==> config.mk <==
export PLATFORM = sky130hd
export DESIGN_NAME = hazard_scoreboard
export DESIGN_NICKNAME = d
export VERILOG_FILES = /design/src/rtl/hazard_pkg.sv /design/src/rtl/sb_counter.sv /design/src/rtl/hazard_scoreboard.sv
export SDC_FILE = /design/constraint.sdc
export NUM_CORES = 1
export LEC_CHECK = 0
export BUFFER_PORTS_ARGS = -buffer_cell sky130_fd_sc_hd__buf_2
export CORE_MARGIN = 4
export CORE_UTILIZATION = 50
export CTS_CLUSTER_SIZE = 25
export DETAILED_ROUTE_END_ITERATION = 10
export GPL_TIMING_DRIVEN = 0
export PLACE_DENSITY = 0.67
export SYNTH_ARGS = -nofsm -noshare
export SYNTH_HDL_FRONTEND = slang
export SYNTH_HIERARCHICAL = 1
export SYNTH_SLANG_ARGS = --single-unit
==> constraint.sdc <==
create_clock -name Clk -period 9.3 [get_ports Clk]
set_clock_uncertainty 0.2 [all_clocks]
set_input_delay 0.465 -clock Clk [delete_from_list [all_inputs] [get_ports Clk]]
set_output_delay 0.465 -clock Clk [all_outputs]
set_load 0.02 [all_outputs]
==> src/rtl/hazard_pkg.sv <==
// Shared constants for the register-countdown hazard scoreboard.
package hazard_pkg;

  // Producer latencies: cycles until a result can be forwarded.
  localparam int unsigned LAT_ALU  = 1;
  localparam int unsigned LAT_LOAD = 2;
  localparam int unsigned LAT_MULT = 4;

  // A source consumed in ID tolerates no pending count; one consumed in EX tolerates one.
  localparam int unsigned SLACK_ID = 0;
  localparam int unsigned SLACK_EX = 1;

endpackage

==> src/rtl/sb_counter.sv <==
// Countdown for one architectural register. A load never shortens a pending count.
module sb_counter #(
  parameter int unsigned LAT_W = 3
) (
  input  logic             clk,
  input  logic             rst_n,
  input  logic             load,
  input  logic [LAT_W-1:0] lat,
  output logic [LAT_W-1:0] cnt
);

  logic [LAT_W-1:0] cnt_q;
  logic [LAT_W-1:0] dec;

  always_comb begin
    dec = '0;
    if (cnt_q != '0) dec = cnt_q - LAT_W'(1);
  end

  always_ff @(posedge clk) begin
    if (!rst_n)                  cnt_q <= '0;
    else if (load && (lat > dec)) cnt_q <= lat;
    else                         cnt_q <= dec;
  end

  assign cnt = cnt_q;

endmodule

==> src/rtl/hazard_scoreboard.sv <==
// ID-stage hazard unit: per-register countdown scoreboard driving PC / IF-ID
// advance and ID/EX control flush, with stall accounting and a stuck-stall flag.
module hazard_scoreboard
  import hazard_pkg::*;
#(
  parameter int unsigned NUM_REGS = 32,
  parameter int unsigned REG_AW   = 5,
  parameter int unsigned MAX_LAT  = 4,
  parameter int unsigned LAT_W    = 3,
  parameter int unsigned CNT_W    = 16
) (
  input  logic              Clk,
  input  logic              Rst,
  input  logic              Valid_ID,
  input  logic [REG_AW-1:0] Rs_ID,
  input  logic [REG_AW-1:0] Rt_ID,
  input  logic              UseRs_ID,
  input  logic              UseRt_ID,
  input  logic              Early_ID,
  input  logic              RegWrite_ID,
  input  logic [REG_AW-1:0] Dest_ID,
  input  logic [LAT_W-1:0]  Lat_ID,
  input  logic              Flush_EX,
  output logic              PCWrite,
  output logic              IF_ID_Write,
  output logic              FlushControl,
  output logic [CNT_W-1:0]  StallCycles,
  output logic              HazardError
);

  localparam int unsigned      RUN_W     = LAT_W + 1;
  localparam logic [LAT_W-1:0] MAX_LAT_V = LAT_W'(MAX_LAT);
  localparam logic [RUN_W-1:0] RUN_LIMIT = RUN_W'(MAX_LAT + 1);

  logic [LAT_W-1:0] cnt [NUM_REGS];
  logic [LAT_W-1:0] slack;
  logic [LAT_W-1:0] lat_eff;
  logic             hit_rs;
  logic             hit_rt;
  logic             stall;
  logic             issue;
  logic [RUN_W-1:0] stall_run;
  logic [RUN_W-1:0] stall_run_nxt;

  assign cnt[0] = '0;

  // Register 0 is hardwired, so only 1..NUM_REGS-1 carry a countdown.
  for (genvar r = 1; r < NUM_REGS; r++) begin : g_sb
    sb_counter #(
      .LAT_W (LAT_W)
    ) u_cnt (
      .clk   (Clk),
      .rst_n (Rst),
      .load  (issue && RegWrite_ID && (Dest_ID == REG_AW'(r))),
      .lat   (lat_eff),
      .cnt   (cnt[r])
    );
  end

  // Sources are compared against the pre-update counts.
  always_comb begin
    slack        = Early_ID ? LAT_W'(SLACK_ID) : LAT_W'(SLACK_EX);
    lat_eff      = (Lat_ID > MAX_LAT_V) ? MAX_LAT_V : Lat_ID;
    hit_rs       = UseRs_ID && (Rs_ID != '0) && (cnt[Rs_ID] > slack);
    hit_rt       = UseRt_ID && (Rt_ID != '0) && (cnt[Rt_ID] > slack);
    stall        = Valid_ID && !Flush_EX && (hit_rs || hit_rt);
    issue        = Valid_ID && !Flush_EX && !stall;
    PCWrite      = 1'b1;
    IF_ID_Write  = 1'b1;
    FlushControl = 1'b0;
    if (Flush_EX) begin
      FlushControl = 1'b1;
    end else if (stall) begin
      PCWrite      = 1'b0;
      IF_ID_Write  = 1'b0;
      FlushControl = 1'b1;
    end
    stall_run_nxt = '0;
    if (stall) stall_run_nxt = (stall_run == '1) ? stall_run : stall_run + RUN_W'(1);
  end

  // Stall accounting and stuck-stall watchdog.
  always_ff @(posedge Clk) begin
    if (!Rst) begin
      StallCycles <= '0;
      stall_run   <= '0;
      HazardError <= 1'b0;
    end else begin
      if (stall && (StallCycles != '1)) StallCycles <= StallCycles + CNT_W'(1);
      stall_run <= stall_run_nxt;
      if (stall_run_nxt >= RUN_LIMIT) HazardError <= 1'b1;
    end
  end

endmodule

==> summary.txt, run 1 <==
Worst setup path
  – Critical Path End Type: flop
  – Critical-path cell list: buf_2, buf_1, buf_1, mux4_2, mux4_2, mux2i_1, ha_1, o32a_1, o311a_1, buf_2, nand3b_1, nor4_1, o21ai_1, nor2_2, mux2i_1
  – WP data required: approximately 9.4 ns
  – Worst setup path endpoint: g_sb[8].u_cnt/cnt[0]
  – CP bufs+invs: 4
  – Critical Path AT: about 5.4 ns
  – Crit. path cell count: 15
  – CP max stage delay: 0.69 ns
  – Critical path's top delay family: buffers and inverters
  – Critical path class: in2reg
  – CP Launch Type: input port
  – Worst-path maximum fanout: 10
  – Worst r2r path cells: 15
  – Worst setup path start: Rt_ID[0]
  – Reg-to-reg critical path startpoint: g_sb[23].u_cnt/cnt[0]
  – Crit Reg-Reg Endpoint: g_sb[8].u_cnt/cnt[0]
  – R2R Setup Slk: around 4.6 ns
  – Slowest cell on the critical path: buf_1

Logic synthesis
  – Post-Synth XOR/XNOR Area: less than 1%
  – Leading area contributor after synthesis: dfxtp_1
  – Flops & latches, synth: approximately 110
  – Synthesis warning total: 6
  – Mean Syn Cell Area: ~9 sq um
  – Yosys cell types: between 50 and 60
  – Largest cells by area after synthesis: dfxtp_1, ha_1, mux2i_1
  – Synthesized-area fraction occupied by adder cells: around an eighth
  – Main flop type after synthesis: dfxtp_1
  – Post-synthesis cell count: 1112
  – Register area share after synthesis: a little under a quarter
  – Post-Synth Simple-Gate Area: 25.8%
  – Post-Syn Area: between 0.009 and 0.01 sq mm
  – Post-Syn Nets: between 1000 and 1500
  – Largest family of logic cells by synthesized area: simple AND/OR/NAND/NOR gates
  – Mux contribution to synthesized area: between 10 and 15%
  – Number of synthesized flops with an enable pin: 0
  – Post-synth ARST share: 0%
  – Most common cell in the netlist: nor2_1
  – Compound-cell area share of the yosys netlist: 21.8%
  – Top cell type's share of synthesized area: 23.2%
  – Commonest cells in the netlist: nor2_1, nand2_1, dfxtp_1

Clock network
  – Clk_lat worst skew: approximately 0.42 ns
  – CTS tree: built
  – Hold buffers post-CTS: 0
  – Sink Count: 114
  – Clock root buffer: clkbuf_16
  – Setup repair bufs after CTS: 0
  – Post-cts sizing count: 0
  – Longest Clk Path Bufs: 2
  – CTS Buf Count: 17
  – CTS clk-pin slew, worst paths: approximately 0.050 ns
  – H-tree levels: 4

STA
  – Slew HR: 39.0%
  – Final Critical Period: between 5 and 6 ns
  – Slew Viols, Final: 0
  – Final hold vios: 0
  – Slew at the pin with the worst max-slew slack: 0.915 ns
  – Finish-stage setup viols: 0
  – Final worst setup slack: about 4.1 ns
  – Final setup TNS: 0 ns
  – Unrepaired setup endpoints after global routing: false
  – Fin crit share: between 50% and 60%
  – Max Freq: between 150 and 200 MHz
  – Final hold slack: between 0.2 and 0.3 ns

Routing
  – Via count: 8578
  – Top sig layer: met4
  – Vias per cell: between 5 and 6
  – DRT met1 WL: 12.0 mm
  – Routed wl met2: approximately 11 mm
  – Residual DRC: 0
  – Avg WL per Cell: 16.9 um
  – DRT Pass-1 Iters: 5
  – Routed WL: 24.5 mm
  – Initial DRC count: 598
  – WL met3: between 1 and 1.5 mm
  – Final ANT Viol Nets: 0

Min path
  – Hold/Removal Path Class: reg2reg

Place
  – Final RePlAce weighted congestion: approximately 0.87
  – Instance area at placement: 0.0105 sq mm
  – Port Buffer Count: between 40 and 50
  – Dpl ws: between 3 and 4 ns
  – Post-detail-place hpwl: about 18 mm

Layout
  – Share of layout cells above drive strength 1: 17.6%
  – Diode count: 0
  – Final Cell Area: roughly 0.011 sq mm
  – Area grow syn2layout: 12.0%
  – # fillers: around 1800
  – Final net count: 1300

Floorplanning
  – Die area: between 0.02 and 0.025 sq mm
  – Initial Utilization: 51.6%
  – # IOs: 46
  – Core outline area: approximately 0.019 sq mm
  – Die height: between 100 and 150 um
  – FP Rows: 50
  – Die width: 148 um

Pwr
  – Sw frac: between 20% and 30%
  – Clk pwr share: a little under half
  – P_sw: 341 uW
  – Combinational share of power: 15.0%
  – Leak Pwr: approximately 4 nW
  – Internal: 945 uW
  – Cell Pwr Density: around 120 mW/mm^2
  – Final Power: between 1 and 1.5 mW
  – Flop pwr share: 38.2%
  – Maximum vdd drop: about 130 uV

Global routing
  – Largest net degree at the start of global routing: 96
  – GRT Residual Overflow: 0
  – First-pass GRT wire length: just over 40 mm
  – Vias in the first global route: a little over 8000
  – Initial antenna violation count: 0
  – Total Routing Usage GR: between 20% and 30%

Run
  – Max_cap viols: 0

Status
  – Outcome: finished, final reports clean
worst register-to-register path, delay by kind of cell (launching register included):
| kind | cells | cell delay (ns) |
|---|---|---|
| AOI/OAI and AO/OA | 4 | 0.75 |
| adders and majority gates | 1 | 0.18 |
| buffers and inverters | 1 | 0.29 |
| DFF | 1 | 0.38 |
| muxes | 4 | 1.38 |
| and+or+nand+nor | 5 | 1.48 |
sequential cells by signal, summed over array words and instances (netlist names):
signal and count:
g_sb.u_cnt/cnt 93, HazardError 1, stall_run 4, StallCycles 16
cell usage in the layout (no fill, tap or decap), types with 36 or more instances in the layout:
| cell type | count |
|---|---|
| a21oi_1 | 43 |
| buf_2 | 48 |
| dfxtp_1 | 114 |
| ha_1 | 97 |
| inv_1 | 36 |
| mux2i_1 | 79 |
| nand2_1 | 118 |
| nand3_1 | 41 |
| nor2_1 | 130 |
| o21ai_0 | 74 |
power groups by stage:
stage | clock, mW | sequential [mW] | combinational [mW]
floorplan | 0 | 0.501 | 0.138
global placement | 0 | 0.501 | 0.190
detailed placement | 0 | 0.501 | 0.192
CTS | 0.614 | 0.491 | 0.193
global route | 0.636 | 0.491 | 0.213
finish | 0.602 | 0.491 | 0.193
layer usage:
metal | GRT usage [%] | vias up
met5 | 0 | -
met4 | 5.27 | 0
met3 | 4.02 | 12
met2 | 36.4 | 170
met1 | 32.3 | 4097
li1 | - | 4299
cell type report:
cell class / instances / area (sq um) / share of cell area, %
clock buffers: 22 / 474 / 4.31
flip-flops and latches: 114 / 2280 / 20.7
repair buffers: 46 / 304 / 2.76
inverters: 38 / 143 / 1.30
multi-input cells: 937 / 7310 / 66.4
plain buffers: 23 / 110 / 1.00
well taps: 260 / 325 / 2.96
clock inverters: 7 / 60.1 / 0.546
metrics by stage:
stage	util, %	instances
finish	57.9	1447
global route	57.9	1447
CTS	57.9	1447
detailed placement	55.1	1418
global placement	54.5	1414
floorplan	-	1112
how the worst min path moves through the flow:
stage / startpoint / to / slack (ns) / cells past startpoint
CTS: HazardError / HazardError / 0.26 / 2
detailed placement: HazardError / HazardError / 0.25 / 2
finish: HazardError / HazardError / 0.26 / 2
global placement: HazardError / HazardError / 0.24 / 2
global route: HazardError / HazardError / 0.29 / 2
floorplan: g_sb[2].u_cnt/cnt[2] / g_sb[2].u_cnt/cnt[2] / 0.30 / 2
cells by family (layout without fill, tap and decap cells):
family | count (synthesis) | after routing
buf+inv | 61 | 136
mux | 106 | 106
compound gates | 264 | 264
fa+ha+maj | 97 | 97
simple gates | 469 | 469
xor+xnor | 1 | 1
flops | 114 | 114
(Power assumes the default switching activity.)
==> run 2: changes to the inputs <==
ABC_AREA = 1   (was unset)
clock period = 5.3 ns   (was 9.3 ns; I/O delays follow)
==> summary.txt, run 2 <==
Global routing
  – Largest net degree at the start of global routing: 76
  – Initial antenna violation count: 0
  – First-pass GRT wire length: between 40 and 50 mm
  – GRT Residual Overflow: 0
  – Total Routing Usage GR: between 20 and 25%
  – Vias in the first global route: roughly 10000

Routing
  – Initial DRC count: approximately 820
  – Residual DRC: 0
  – Avg WL per Cell: 12.8 um
  – Via count: 11200
  – Vias per cell: 4.99
  – DRT Pass-1 Iters: 7
  – Routed WL: roughly 29 mm
  – Final ANT Viol Nets: 0

Place
  – Placed cell count: about 2200
  – Dpl ws: ~1.4 ns
  – Final RePlAce weighted congestion: 0.993
  – Post-detail-place hpwl: about 22 mm
  – Port Buffer Count: between 40 and 50

Pwr
  – Cell Pwr Density: just under 200 mW/mm^2
  – Internal: about 1.7 mW
  – Final Power: 2.41 mW
  – Combinational share of power: around 17%
  – Sw frac: between 20% and 30%
  – Leak Pwr: between 5 and 6 nW
  – Clk pwr share: between 40 and 50%
  – Flop pwr share: 35.9%
  – Maximum vdd drop: approximately 220 uV
  – P_sw: roughly 680 uW

Logic synthesis
  – Leading area contributor after synthesis: dfxtp_1
  – Largest cells by area after synthesis: dfxtp_1, nand2_1, nor2_1
  – Post-Syn Nets: 2014
  – Post-Syn Area: about 0.011 sq mm
  – Post-synthesis cell count: roughly 1900
  – Synthesis warning total: 6
  – Most common cell in the netlist: nand2_1
  – Main flop type after synthesis: dfxtp_1
  – Yosys cell types: 43
  – Mean Syn Cell Area: approximately 5.7 sq um
  – Commonest cells in the netlist: nand2_1, nor2_1, inv_1
  – Top cell type's share of synthesized area: between 20% and 30%
  – Post-synth ARST share: 0%
  – Register area share after synthesis: around a fifth
  – Number of synthesized flops with an enable pin: 0
  – Flops & latches, synth: between 100 and 150

Floorplanning
  – Initial Utilization: approximately 50%
  – Die width: 155 um
  – Die height: about 160 um
  – Core outline area: 0.0212 sq mm
  – # IOs: 46
  – Die area: ~0.024 sq mm
  – FP Rows: 53

Worst setup path
  – Critical Path End Type: primary output
  – R2R Setup Slk: between 1.5 and 2 ns
  – Worst-path maximum fanout: 5
  – Worst r2r path cells: 21
  – Critical Path AT: ~3.3 ns
  – Critical path class: reg2out
  – Crit Reg-Reg Endpoint: g_sb[5].u_cnt/cnt[2]
  – CP Launch Type: flop
  – WP data required: 4.84 ns
  – Reg-to-reg critical path startpoint: g_sb[17].u_cnt/cnt[0]

STA
  – Final hold vios: 0
  – Slew HR: 38.0%
  – Finish-stage setup viols: 0
  – Max Freq: 264 MHz
  – Slew at the pin with the worst max-slew slack: 0.930 ns
  – Final Critical Period: 3.79 ns
  – Final worst setup slack: 1.51 ns
  – Slew Viols, Final: 0
  – Fin crit share: 71.6%
  – Final hold slack: roughly 0.036 ns
  – Unrepaired setup endpoints after global routing: false

Clock network
  – CTS clk-pin slew, worst paths: 0.06 ns
  – H-tree levels: 4
  – Sink Count: about 110
  – Clock root buffer: clkbuf_16
  – Setup repair bufs after CTS: 0
  – Longest Clk Path Bufs: 2
  – CTS Buf Count: 17
  – Clk_lat worst skew: about 0.42 ns
  – Hold buffers post-CTS: 0
  – CTS tree: built
  – Post-cts sizing count: 0

Layout
  – Leading cell types in the layout, fill and taps excluded: nand2_1, nor2_1, inv_1
  – Area grow syn2layout: 11.6%
  – Share of layout cells above drive strength 1: roughly an eighth
  – Commonest non-fill, non-tap cell in the layout: nand2_1
  – Multi-input gate area: 0.00711 sq mm
  – Sequential Area: between 0.002 and 0.0025 sq mm
  – Finished Layout Cells: between 2000 and 2500
  – # fillers: 2131
  – Number of flip-flops under the largest register name: 93
  – Final core occ: a little under three fifths
  – Final net count: 2080

Min path
  – Hold/Removal Path Class: in2reg
  – Worst Hold Path EP: g_sb[22].u_cnt/cnt[0]
  – Worst hold path cell count: 3
  – Min-delay src: Rst

Status
  – Outcome: finished, final reports clean

Run
  – Max_cap viols: 0
[run 2: layout make-up]
type	instances	share of cell area [%]
plain buffers	19	1.00
clock buffers	19	3.57
inverters	364	11.3
flip-flops and latches	114	18.8
multi-input cells	1394	58.7
well taps	275	2.84
clock inverters	12	1.17
diodes	1	0.0206
repair buffers	47	2.64
[run 2: per-layer routing]
| metal | routed length, um | share of wire, % | vias up | track usage (%) |
|---|---|---|---|---|
| met1 | 13200 | 46 | 4898 | 31.1 |
| met5 | 0 | 0 | - | 0 |
| met4 | 719 | 2.5 | 0 | 7.54 |
| li1 | - | - | 5986 | - |
| met2 | 13100 | 46 | 278 | 40.1 |
| met3 | 1770 | 6.2 | 43 | 5.03 |
[run 2: power groups by stage]
| stage | logic, mW | clock network [mW] | registers, mW |
|---|---|---|---|
| 2_1_floorplan | 0.286 | 0 | 0.883 |
| 3_3_place_gp | 0.397 | 0 | 0.883 |
| 3_5_place_dp | 0.402 | 0 | 0.883 |
| 4_1_cts | 0.403 | 1.16 | 0.864 |
| 5_1_grt | 0.460 | 1.20 | 0.864 |
| 6_report | 0.405 | 1.14 | 0.865 |
[run 2: worst max path at each step]
stage | depth (start not counted) | slack (ns) | to | start
4_1_cts | 15 | 1.51 | PCWrite | g_sb[6].u_cnt/cnt[0]
6_report | 17 | 1.51 | PCWrite | g_sb[17].u_cnt/cnt[0]
3_5_place_dp | 21 | 1.35 | g_sb[5].u_cnt/cnt[2] | Rt_ID[2]
3_3_place_gp | 9 | -0.88 | g_sb[5].u_cnt/cnt[2] | Lat_ID[1]
5_1_grt | 15 | 1.24 | PCWrite | g_sb[5].u_cnt/cnt[0]
2_1_floorplan | 9 | 1.52 | g_sb[28].u_cnt/cnt[0] | Lat_ID[1]
[run 2: stage by stage]
stage | area [sq um] | TNS, ns
after floorplan | 10900 | 0
after global placement | 11400 | -79.13
after detailed placement | 11500 | 0
after CTS | 12100 | 0
after global routing | 12100 | 0
final | 12100 | 0
[run 2: worst max-delay path: stages (launching register included)]
cell and delay (ns):
dfxtp_1 0.45, o22ai_1 0.12, a31oi_1 0.15, o311ai_0 0.14, o21ai_0 0.12, nand2_1 0.09, nand3_1 0.08, o21ai_0 0.11
ha_1 0.29, or2_2 0.29, nand3_1 0.08, nand2_1 0.06, nand2_1 0.15, inv_2 0.08, nor2_1 0.27, inv_1 0.13
buf_4 0.15, buf_2 0.15
[run 2: logic make-up after synthesis]
logic type	Yosys count	synth area share [%]
mux	1	0.104
simple gates	1177	46.4
compound gates	105	6.49
xor+xnor	14	1.13
flops	114	21.0
buf+inv	383	13.7
fa+ha+maj	97	11.2
